[config.mk]
export PLATFORM = sky130hd
export DESIGN_NAME = execute_stage
export DESIGN_NICKNAME = d
export VERILOG_FILES = /design/src/rtl/execute_stage.sv
export SDC_FILE = /design/constraint.sdc
export NUM_CORES = 1
export LEC_CHECK = 0
export ABC_AREA = 1
export BUFFER_PORTS_ARGS = -buffer_cell sky130_fd_sc_hd__buf_4
export CAP_MARGIN = 20
export CORE_ASPECT_RATIO = 0.6
export CORE_UTILIZATION = 45
export DETAILED_ROUTE_END_ITERATION = 10
export GPL_TIMING_DRIVEN = 1
export HOLD_SLACK_MARGIN = 0.05
export PLACE_DENSITY_LB_ADDON = 0.12
export SYNTH_ARGS = -nofsm -noshare
export SYNTH_HDL_FRONTEND = slang
export SYNTH_SLANG_ARGS = --single-unit
[constraint.sdc]
create_clock -name clk -period 2.7 [get_ports clk]
set_input_delay 0.54 -clock clk [delete_from_list [all_inputs] [get_ports clk]]
set_output_delay 0.54 -clock clk [all_outputs]
set_load 0.03 [all_outputs]
[src/rtl/execute_stage.sv]
// Execute stage: single-cycle ALU plus an optional iterative 32-step MUL/DIVU/REMU engine.
// Define EXECUTE_MULDIV_EN to build the engine; without it opcodes 11-13 are reported illegal.

module execute_stage #(
  parameter int XLEN     = 32,
  parameter int MD_STEPS = 32
) (
  input  logic            clk,
  input  logic            reset,
  input  logic            flush,
  input  logic            halted,
  input  logic [XLEN-1:0] operand1_in,
  input  logic [XLEN-1:0] operand2_in,
  input  logic [4:0]      alu_op_in,
  input  logic [4:0]      rd_in,
  output logic            busy,
  output logic [XLEN-1:0] result_out,
  output logic [4:0]      rd_out,
  output logic            wb_en_out,
  output logic            illegal_op_out
);

  localparam logic [4:0] OP_NOP  = 5'd0;
  localparam logic [4:0] OP_ADD  = 5'd1;
  localparam logic [4:0] OP_SUB  = 5'd2;
  localparam logic [4:0] OP_AND  = 5'd3;
  localparam logic [4:0] OP_OR   = 5'd4;
  localparam logic [4:0] OP_XOR  = 5'd5;
  localparam logic [4:0] OP_SLL  = 5'd6;
  localparam logic [4:0] OP_SRL  = 5'd7;
  localparam logic [4:0] OP_SRA  = 5'd8;
  localparam logic [4:0] OP_SLT  = 5'd9;
  localparam logic [4:0] OP_SLTU = 5'd10;
  localparam logic [4:0] OP_MUL  = 5'd11;
  localparam logic [4:0] OP_DIVU = 5'd12;
  localparam logic [4:0] OP_REMU = 5'd13;

  // The engine runs exactly one iteration per result bit.
  if (MD_STEPS != XLEN) begin : g_steps_check
    $error("execute_stage: MD_STEPS must equal XLEN");
  end

  logic [XLEN-1:0] w_alu_result;
  logic            w_single_op;
  logic            w_md_op;
  logic            w_illegal_op;
  logic            w_idle;
  logic [4:0]      w_shamt;

  assign w_shamt = operand2_in[4:0];

  always_comb begin
    // NOTE: every output of this block gets a default first, so no path can infer a latch.
    w_alu_result = '0;
    w_single_op  = 1'b1;
    case (alu_op_in)
      OP_ADD:  w_alu_result = operand1_in + operand2_in;
      OP_SUB:  w_alu_result = operand1_in - operand2_in;
      OP_AND:  w_alu_result = operand1_in & operand2_in;
      OP_OR:   w_alu_result = operand1_in | operand2_in;
      OP_XOR:  w_alu_result = operand1_in ^ operand2_in;
      OP_SLL:  w_alu_result = operand1_in << w_shamt;
      OP_SRL:  w_alu_result = operand1_in >> w_shamt;
      OP_SRA:  w_alu_result = $unsigned($signed(operand1_in) >>> w_shamt);
      OP_SLT:  w_alu_result = {{(XLEN-1){1'b0}}, $signed(operand1_in) < $signed(operand2_in)};
      OP_SLTU: w_alu_result = {{(XLEN-1){1'b0}}, operand1_in < operand2_in};
      default: w_single_op  = 1'b0;
    endcase
  end

`ifdef EXECUTE_MULDIV_EN
  localparam int                CNT_W     = $clog2(MD_STEPS);
  localparam logic [CNT_W-1:0]  LAST_STEP = CNT_W'(MD_STEPS - 1);
  localparam logic [1:0]        ST_IDLE    = 2'd0;
  localparam logic [1:0]        ST_MD_BUSY = 2'd1;
  localparam logic [1:0]        ST_MD_DONE = 2'd2;

  logic [1:0]       r_state;
  logic [CNT_W-1:0] r_count;
  logic [4:0]       r_md_op;
  logic [4:0]       r_md_rd;
  // r_a: multiplicand / dividend-then-quotient; r_b: multiplier / divisor; r_acc: product / remainder
  logic [XLEN-1:0]  r_a;
  logic [XLEN-1:0]  r_b;
  logic [XLEN-1:0]  r_acc;
  logic [XLEN:0]    w_rem_shift;
  logic             w_rem_ge;
  logic [XLEN-1:0]  w_md_result;

  assign w_md_op     = (alu_op_in == OP_MUL) || (alu_op_in == OP_DIVU) || (alu_op_in == OP_REMU);
  assign w_idle      = (r_state == ST_IDLE);
  assign busy        = (r_state == ST_MD_BUSY) || (w_idle && w_md_op);
  // A zero divisor always compares as "fits", giving an all-ones quotient and the dividend as remainder.
  assign w_rem_shift = {r_acc, r_a[XLEN-1]};
  assign w_rem_ge    = (w_rem_shift >= {1'b0, r_b});
  assign w_md_result = (r_md_op == OP_DIVU) ? r_a : r_acc;
`else
  assign w_md_op = 1'b0;
  assign w_idle  = 1'b1;
  assign busy    = 1'b0;
`endif

  assign w_illegal_op = (alu_op_in != OP_NOP) && !w_single_op && !w_md_op;

  always_ff @(posedge clk or posedge reset) begin
    if (reset) begin
      result_out     <= '0;
      rd_out         <= '0;
      wb_en_out      <= 1'b0;
      illegal_op_out <= 1'b0;
`ifdef EXECUTE_MULDIV_EN
      r_state        <= ST_IDLE;
      r_count        <= '0;
      r_md_op        <= '0;
      r_md_rd        <= '0;
      r_a            <= '0;
      r_b            <= '0;
      r_acc          <= '0;
`endif
    end else if (flush) begin
      result_out     <= '0;
      rd_out         <= '0;
      wb_en_out      <= 1'b0;
      illegal_op_out <= 1'b0;
`ifdef EXECUTE_MULDIV_EN
      r_state        <= ST_IDLE;
      r_count        <= '0;
`endif
    end else if (!halted) begin
      // NOTE: non-blocking assignments so every register samples pre-edge values.
      wb_en_out      <= 1'b0;
      illegal_op_out <= 1'b0;
      if (w_idle) begin
        result_out <= '0;
        rd_out     <= '0;
        if (w_single_op) begin
          result_out <= w_alu_result;
          rd_out     <= rd_in;
          wb_en_out  <= (rd_in != 5'd0);
        end else if (w_illegal_op) begin
          illegal_op_out <= 1'b1;
        end
`ifdef EXECUTE_MULDIV_EN
        else if (w_md_op) begin
          r_a     <= operand1_in;
          r_b     <= operand2_in;
          r_acc   <= '0;
          r_md_op <= alu_op_in;
          r_md_rd <= rd_in;
          r_count <= '0;
          r_state <= ST_MD_BUSY;
        end
`endif
      end
`ifdef EXECUTE_MULDIV_EN
      else if (r_state == ST_MD_BUSY) begin
        if (r_md_op == OP_MUL) begin
          if (r_b[0]) r_acc <= r_acc + r_a;
          r_a <= r_a << 1;
          r_b <= r_b >> 1;
        end else begin
          r_acc <= w_rem_ge ? (w_rem_shift[XLEN-1:0] - r_b) : w_rem_shift[XLEN-1:0];
          r_a   <= {r_a[XLEN-2:0], w_rem_ge};
        end
        r_count <= r_count + 1'b1;
        if (r_count == LAST_STEP) begin
          r_count <= '0;
          r_state <= ST_MD_DONE;
        end
      end else begin
        // The op presented during this cycle is a guaranteed bubble and is not executed.
        result_out <= w_md_result;
        rd_out     <= r_md_rd;
        wb_en_out  <= (r_md_rd != 5'd0);
        r_state    <= ST_IDLE;
      end
`endif
    end
  end

endmodule
Yosys cells after proc, flatten, opt, wreduce, memory -nomap -nowiden. Index checks and enable logic that the tools add are counted.

Word-level logic and storage cells: 45. Output and inout bits: 40. Register bits after elaboration: 39. Input port bits: 78.

Reductions and logical operators: 5. Bitwise gates (word level): 3. Muxes and demuxes: 15. Equality and inequality tests: 11. Shift operators: 3. Order comparisons: 2. $add $sub $neg: 2.

Operators by type and width (count): $pmux 32 s10 (1); $mux 32 (3); $lt 32x32->1 (2); $add 32x32->32 (1); $and 32x32->32 (1); $or 32x32->32 (1); $shl 32x5->32 (1); $shr 32x5->32 (1); $sshr 32x5->32 (1); $sub 32x32->32 (1); $xor 32x32->32 (1); $eq 5x3->1 const B (4); $eq 5x4->1 const B (3); $mux 5 (3); $eq 5x2->1 const B (2); $reduce_bool 5->1 (2); $reduce_or 10->1 (1); $mux 1 (8); $eq 5x1->1 const B (1); $ne 2x2->1 const B (1); $logic_and 1x1->1 (1); $logic_not 1->1 (1).

Logic depth before layout (Yosys ltp).
Depth in word-level cells: 9. Mapped depth: 20. Depth with buffers taken out: 18.

Least setup slack after synthesis. OpenSTA, ideal clock, no wires.

Path type: input-to-reg. Start point: in operand2_in[3]. End point: reg result_out[17]. Path buffers: 4. Library setup time: 0.121 ns. Slack: -0.009 ns. Arrival: 2.588 ns. Required time: 2.579 ns. Cell stages on the path: 18. Cells stage by stage: buf_2 > inv_1 > clkbuf_1 > buf_2 > ha_1 > buf_2 > nor2_1 > nand3_1 > nand3_1 > nand2_1 > nand2_1 > nand2_1 > nand2_1 > nand2_1 > nand3_1 > nand2_1 > o21bai_1 > nand2_1.

Word-level cells in the longest chain between the ends: 5. Elaborated cells between the ends (all ways): 9. Those cells by class: 2 x add/sub; 3 x shift; 4 x mux.

Ends and longest elaborated chain: start: declaration (RTL line 13) `input logic [XLEN-1:0] operand2_in,`; $sub 32x32->32 (tied with other cells) (RTL line 58) `OP_SUB: w_alu_result = operand1_in - operand2_in;`; $pmux 32 s10 * (RTL line 56) `case (alu_op_in)`; $mux 32 * (RTL line 136) `if (w_single_op) begin`; $mux 32 * (RTL line 129) `end else if (!halted) begin`; $mux 32 * (RTL line 120) `end else if (flush) begin`; end signal: assignment (RTL line 137) `result_out <= w_alu_result;`; end: declaration (RTL line 17) `output logic [XLEN-1:0] result_out,`.

Mark *: on every way between the ends. The rest lies on a longest branch, timed or not. The select of a mux whose other input is x is not followed. A chain may end at the register's enable or synchronous reset.

Final worst setup path.
Start point: in operand1_in[16]. End point: reg result_out[23].

Word-level cells in the longest chain between the ends: 5. Elaborated cells between the ends (all ways): 9. Those cells by class: 2 x add/sub; 3 x shift; 4 x mux.

Ends and longest elaborated chain: start: declaration (RTL line 12) `input logic [XLEN-1:0] operand1_in,`; $sub 32x32->32 (tied with other cells) (RTL line 58); $pmux 32 s10 * (RTL line 56); $mux 32 * (RTL line 136); $mux 32 * (RTL line 129); $mux 32 * (RTL line 120).

Marks and branches as above.

==> impl_metrics.toml <==
[status]
status = "finished with violations"
violations = "setup timing"

[clocking]
hold_buffers = 0
cts_buffers = 5
cts_tree = "done"
root_buffer = "clkbuf_16"
cts_buffer_depth = 2
clock_sinks = 39
clk-insertion-delay-late_ns = 0.29
clkTransAtPathRegs_ns = 0.08
htreeDepth = 2
cts_setup_buffers = 0

[yosys]
synth-main-ff-cell = "dfrtp_1"
ys_ff_latch = 39
synthesis.nets = 2469
synth_top_area_cell = "nand2_1"
ys_async_sr_fraction_pct = 100
yosys_warnings = 0
synth_edf_count = 0
synth.area.top_cells = "nand2_1 27%, nand3_1 18%, ha_1 11%"
syn-cell-area_sq_mm = 0.0117
avgSynthCellArea_sq_um = 5.11
post-synth-top-area-fraction_pct = 27.1
synth_cell_types = 48
seq_area_frac_synth_pct = 8.34
syn_inst = 2289

[detailed_routing]
wl_met3_um = 12400
wl_met2_um = 23600
met1_length_um = 27800
drt-initial-drc-count = 3249
ant_nets = 0
top_layer = "met5"
wirelength_um = 66100
vias = 17500
viasPerCell = 5.98
routedWlPerCell_um = 22.6
drc = 0
firstDrtPassIters = 7

[floorplan]
die_y_um = 127
start_util_pct = 46.1
num_rows = 45
core_sq_mm = 0.0254
pin_count = 118
dieArea_sq_mm = 0.0267
die_w_um = 210

[power]
p_total_uw = 4020
peakVddDrop_mv = 0.311
switching_share_pct = 51.5
p_sw_uw = 2070
clkPwrFrac_pct = 18.5
p_leak_uw = 0.00878
combPwrFrac_pct = 66.5
p_seq_share_pct = 15.1
intPower_uw = 1950
power_density_mw_per_mm2 = 272

[sta]
post-route-min-period_ns = 2.71
fin_hold_ws_ns = 0.405
rsz0062_at_grt = "no"
hold_viol_final = 0
setup_viol = 1
drv_slew = 0
maxClockFrequency_ghz = 0.369
timing.final.ws_setup_ns = -0.0101
finalCritPeriodShare_pct = 100
skew_ns = 0
max_slew_margin_pct = 57.8
tightestPinTransition_ns = 0.634

[finish]
num-nets-final = 2747
drive_above_1_share_pct = 17.0
stdcell_count = 2922
post-route-util_pct = 58.2
fill_cells = 2677
synthToLayoutAreaGrowth_pct = 26.2

[placed_design]
preCtsSetupSlack_ns = -0.175
dp.final_hpwl_um = 54800
placed_cells_incl_taps = 2912
place_congestion = 1.15
portBuffers = 116

[grt]
grt_pass1_vias = 15200
grt_start_max_net_pins = 65
grt_usage_pct = 48.4
grt_pass1_wl_um = 95600
overflow = 0
antenna_found_initial = 3

[worst_setup_path]
cp.required_ns = 2.90
worstSetupPathType = "primary input to flop"
path_cells = "buf_4 > buf_4 > ha_1 > inv_1 > nand2_1 > nand2_1 > nand2_1 > a21oi_1 > nand4_1 > nand3_1 > nand2_1 > inv_1 > nand2_1 > nand2_1 > nand2_1"
worstSetupStartpointType = "primary input"
cpPeakStageDelay_ns = 0.38
endpoint_kind = "flop"
slowest_stage = "a21oi_1"
cp.arrival_ns = 2.91
cp_common_cell = "nand2_1"
cp_max_fo = 4

[job]
maxCapViolCount = 0

[min_path]
hp-class = "primary input to asynchronous set/reset pin"
[state kept, by name, summed over array words and instances (netlist names)]
| signal | count |
|---|---|
| illegal_op_out | 1 |
| rd_out | 5 |
| result_out | 32 |
| wb_en_out | 1 |
[stage by stage]
stage          setup TNS (ns)  cell area (sq um)
2_1_floorplan               0              11700
3_3_place_gp            -1.01              14600
3_5_place_dp            -1.14              14600
4_1_cts                     0              14700
5_1_grt                     0              14800
6_report              -0.0101              14800
[worst max-delay path: cells and delay by family]
family / cells / cell delay [ns]
AO/OA/AOI/OAI: 1 / 0.38
adder cells (fa/ha/maj): 1 / 0.31
buffers and inverters: 4 / 0.65
AND/OR/NAND/NOR: 9 / 1.02
[synth_stat cells (2+ instances only)]
master,count
a31oi_1,3
fa_1,2
nand2_2,4
a21oi_1,77
buf_4,5
nor2_4,2
buf_2,62
o21bai_1,12
inv_2,11
dfrtp_1,39
o21ai_2,5
nor2_1,166
nand3b_1,3
a221oi_1,3
nor4_1,3
o211ai_1,18
nor2_8,2
buf_1,12
and2_1,9
xor2_1,2
ha_1,100
clkbuf_1,20
o21ai_1,7
nor2_2,6
nand4_1,31
o211a_1,2
inv_1,306
o21ai_0,41
buf_6,4
o221ai_1,4
nor3_1,18
nand3_1,421
or2_2,2
o22ai_1,19
a211oi_1,4
and3_1,4
nand2_1,846
nand3_2,4
[what timing repair did]
action                                  CTS  global route
gates resized for setup                   0            13
endpoints found under the hold margin     0             0
endpoints found under the setup margin    0            11
[worst paths after layout]
path	startpoint	endpoint	slack (ns)	cells after the start
min reg2reg	result_out[29]$_DFFE_PP0P_	result_out[29]$_DFFE_PP0P_	0.49	2
max reg2reg	result_out[14]$_DFFE_PP0P_	result_out[14]$_DFFE_PP0P_	1.90	2
max	operand1_in[16]	result_out[23]$_DFFE_PP0P_	-0.01	15
min	reset	result_out[26]$_DFFE_PP0P_	0.41	3
min in group clk	rd_in[4]	rd_out[4]$_DFFE_PP0P_	0.45	3
max in group asynchronous	reset	result_out[0]$_DFFE_PP0P_	1.86	3
[layer usage]
metal	vias up	track usage (%)
li1	7876	-
met1	7957	70.2
met2	1480	62.7
met3	155	21.0
met4	4	12.8
met5	-	3.45
[layout make-up]
class	instances	area (sq um)	area share, %
multi-input cells	1828	9060	61.3
repair buffers	375	2930	19.8
inverters	318	1200	8.10
flip-flops and latches	39	976	6.61
well taps	352	440	2.98
clock buffers	5	125	0.847
clock inverters	2	37.5	0.254
diodes	3	7.51	0.0508
[power groups by stage]
stage | Clock, uW | Combinational (uW) | Sequential, uW
after global placement | 0 | 2480 | 616
after floorplan | 0 | 1330 | 636
after global routing | 761 | 2820 | 606
after detailed placement | 0 | 2500 | 615
after CTS | 732 | 2520 | 605
final | 742 | 2670 | 606
[layout by cell type, fill, tap and decap left out, types with 6 or more instances in the layout]
master and count:
ha_1 98, a21oi_1 77, buf_12 9, o21ai_0 41
nor3_1 17, inv_1 303, and2_1 9, o211ai_1 18
nand3_1 420, o22ai_1 19, nor2_1 162, nand2_1 842
o21bai_1 12, buf_4 366, nor2_2 10, o21ai_1 6
dfrtp_1 39, nand2_2 8, nand4_1 31, inv_2 14
[kinds of logic after synthesis]
kind of cell,synth area share [%]
simple gates,55.7
flops,8.34
mux,0.0856
fa+ha+maj,11.0
buf+inv,14.7
compound gates,10.0
other cells,0.0321
xor+xnor,0.150
Note: power is estimated with default switching activity, not from simulation.
